--- config.mk ---
export PLATFORM = sky130hd
export DESIGN_NAME = wb_chk_sat_cnt
export DESIGN_NICKNAME = d
export VERILOG_FILES = /design/src/rtl/wb_chk_sat_cnt.sv
export SDC_FILE = /design/constraint.sdc
export NUM_CORES = 1
export LEC_CHECK = 0
export CAP_MARGIN = 20
export CELL_PAD_IN_SITES_DETAIL_PLACEMENT = 1
export CELL_PAD_IN_SITES_GLOBAL_PLACEMENT = 1
export CORE_MARGIN = 2
export CORE_UTILIZATION = 40
export DETAILED_ROUTE_END_ITERATION = 10
export DONT_BUFFER_PORTS = 1
export PLACE_DENSITY = 0.73
export SLEW_MARGIN = 0
export SYNTH_ARGS = -nofsm -noshare
export SYNTH_HDL_FRONTEND = slang
export SYNTH_SLANG_ARGS = --single-unit
--- constraint.sdc ---
create_clock -name clk -period 1.8 [get_ports clk]
set_clock_uncertainty 0.15 [all_clocks]
set_input_delay 0.36 -clock clk [delete_from_list [all_inputs] [get_ports clk]]
set_output_delay 0.36 -clock clk [all_outputs]
set_load 0.005 [all_outputs]
--- src/rtl/wb_chk_sat_cnt.sv ---
// Saturating up-counter with synchronous clear; holds at all-ones
// instead of wrapping.
module wb_chk_sat_cnt #(
    parameter int WIDTH = 16
) (
    input  logic             clk,
    input  logic             reset,
    input  logic             clear,
    input  logic             inc,
    output logic [WIDTH-1:0] count
);

    always_ff @(posedge clk) begin
        if (reset || clear) begin
            count <= '0;
        end else if (inc && (count != '1)) begin
            count <= count + WIDTH'(1);
        end
    end

endmodule

==> results.sh <==
export IMPL_status="complete, no violations"
export IMPL_fin_crit_sh_pct=96.8
export IMPL_ys_warn_count=0
export IMPL_ios=20
export IMPL_grt_pass1_wl_um=3920
export IMPL_rsz0062_at_grt="true"
export IMPL_drc_errors=0
export IMPL_max_flop_register="count"
export IMPL_placeableCoreArea_sq_mm=0.00198
export IMPL_dp_cells=134
export IMPL_num_vias=849
export IMPL_synth_top_area_cell="dfxtp_1"
export IMPL_clock_fmax_mhz=574
export IMPL_chipHeight_um=50.0
export IMPL_drt_wl_total_um=2390
export IMPL_critical_path_class="reg -> reg"
export IMPL_layout_common_cells="16 x buf_4, 11 x dfxtp_1, 8 x a21oi_1, 7 x nor2_1, 6 x nand2_1"
export IMPL_dpl_cell_area_sq_um=981
export IMPL_power_leakage_nw=0.394
export IMPL_gp_congestion=0.739
export IMPL_peakVddDrop_v=0.000322
export IMPL_setup_viol=0
export IMPL_die_area_sq_mm=0.00250
export IMPL_final_cells=138
export IMPL_dp_hpwl_um=1730
export IMPL_stdcell_area_sq_mm=0.00104
export IMPL_area_delta_synth_final_pct=22.5
export IMPL_synth_seq_area_share_pct=37.8
export IMPL_viasPerCell=6.15
export IMPL_worstMarginPinSlew_ps=360
export IMPL_ant_nets=0
export IMPL_finalMaxSlewViolations=0
export IMPL_crit_arrival_ps=1840
export IMPL_hold_viol=0
export IMPL_reg_largest_list="count (16)"
export IMPL_critPathMaxFanout=5
export IMPL_startpoint_type="register"
export IMPL_netlist_area_leader_share_pct=37.8
export IMPL_cts_hold_buf=0
export IMPL_start_util_pct=42.7
export IMPL_grt_usage_pct=20.3
export IMPL_die_w_um=50.0
export IMPL_grt_overflow_total=0
export IMPL_timing_final_ws_setup_ps=57.2
export IMPL_antenna_cells_inserted=0
export IMPL_drt_iter0_drc=8
export IMPL_place_ws_ps=21.4
export IMPL_ys_seq_elements=16
export IMPL_htreeDepth=1
export IMPL_numCtsBuffers=3
export IMPL_numClockSinks=16
export IMPL_postSynthCellCount=95
export IMPL_cts_tree="done"
export IMPL_synth_nets=100
export IMPL_largest_register_ffs=16
export IMPL_cts_clk_slew_worst_paths_ps=90
export IMPL_routedWlPerCell_um=17.3
export IMPL_grt_antenna_before_repair=0
export IMPL_synthTopCellsByArea="dfxtp_1 38%, a21oi_1 5.3%, a41o_1 4.7%"
export IMPL_final_common_cell="buf_4"
export IMPL_total_power_uw=572
export IMPL_synth_area_sq_um=847
export IMPL_maxSlewHeadroom_pct=75.9
export IMPL_cp_end_kind="register"
export IMPL_maxCapViolations=0
export IMPL_power_density_mw_per_mm2=551
export IMPL_post_synth_cell_area_avg_sq_um=8.92
export IMPL_post_route_min_period_ps=1740
export IMPL_yosysUniqueCellTypes=30
export IMPL_dr_pass1_iters=4
export IMPL_hold_class="in -> reg"
export IMPL_cts_max_path_buffers=2
export IMPL_grt_pass1_vias=877
export IMPL_cts_root_buf="clkbuf_4"
export IMPL_rows=16
export IMPL_drive_gt1_share_pct=32.4
export IMPL_finish_net_count=118
export IMPL_port_buffers=0
export IMPL_grt_max_degree=16
export IMPL_crit_required_ps=1890
export IMPL_clock_latency_ps=290
-- cell usage after synthesis --
library cell and number:
nand4_1 5, a41o_1 4, clkbuf_2 1, clkbuf_1 2, xnor2_1 1, or2_2 1, o41ai_2 1, o31ai_1 3
nand3_1 5, nor2_1 7, and4_1 4, a21oi_1 9, nand4_4 1, or4_4 1, nand2_1 6, ha_1 1
xor2_1 2, nor4_2 1, dfxtp_1 16, nor3_1 1, or3_1 5, or4_1 3, inv_1 1, and2_1 2
o211a_1 1, a31oi_1 3, and3_4 1, nand4_2 1, a211oi_1 1, o21ai_0 5
-- critical path, stage by stage (launching register included) --
cell,delay [ps]
dfxtp_2,340
ha_2,200
nand3_2,110
or4_4,600
a31oi_1,190
a41o_1,110
-- path summary, 6_finish.rpt --
path	slack [ps]	endpoint	from	depth (start not counted)
min reg2reg	390	count[3]	count[3]	2
min	60	count[1]	inc	2
max reg2reg	60	count[5]	count[0]	5
max	60	count[5]	count[0]	5
-- per-layer routing --
| layer | GRT usage [%] | share of wire, % |
|---|---|---|
| met5 | 0 | 0 |
| met4 | 9.72 | 1.8 |
| met3 | 5.15 | 4.3 |
| met2 | 35.1 | 51 |
| met1 | 22.9 | 43 |
-- repair_timing --
action	in CTS	in global routing
endpoints found under the hold margin	0	0
gates resized for setup	1	10
buffers inserted	0	1
pin swaps	0	2
setup endpoints to repair	3	10
-- metrics by stage --
stage | hold WS (ps) | util [%] | setup TNS (ps)
3_5_place_dp | 388 | 49.5 | 0
3_3_place_gp | 380 | 49.5 | 0
6_report | 64.9 | 52.3 | 0
4_1_cts | 70.3 | 50.9 | 0
2_1_floorplan | 339 | - | 0
5_1_grt | 68.6 | 52.3 | -31.7
-- logic make-up (layout without fill, tap and decap cells) --
group / count (synthesis) / in the layout / share of synthesized area (%)
and+or+nand+nor: 44 / 44 / 33.8
AOI/OAI and AO/OA: 27 / 27 / 21.9
DFF: 16 / 16 / 37.8
buffers and inverters: 4 / 20 / 1.92
xor gates and xnor gates: 3 / 3 / 3.10
adders and majority gates: 1 / 1 / 1.48
-- report_power, final --
| part | total, mW | internal (mW) | switching, mW |
|---|---|---|---|
| clock | 0.192 | 0.0779 | 0.114 |
| sequential | 0.356 | 0.355 | 0.000936 |
| combinational | 0.0233 | 0.00841 | 0.0149 |
| total | 0.572 | 0.442 | 0.130 |
-- layout make-up --
| cell class | count | area [sq um] |
|---|---|---|
| tap | 27 | 33.8 |
| sequential | 16 | 327 |
| timing repair buffer | 16 | 120 |
| fill | 233 | 945 |
| multi-input combinational | 75 | 531 |
| clock buffer | 3 | 22.5 |
| inverter | 1 | 3.75 |
Power figures use the tool's default switching activity.
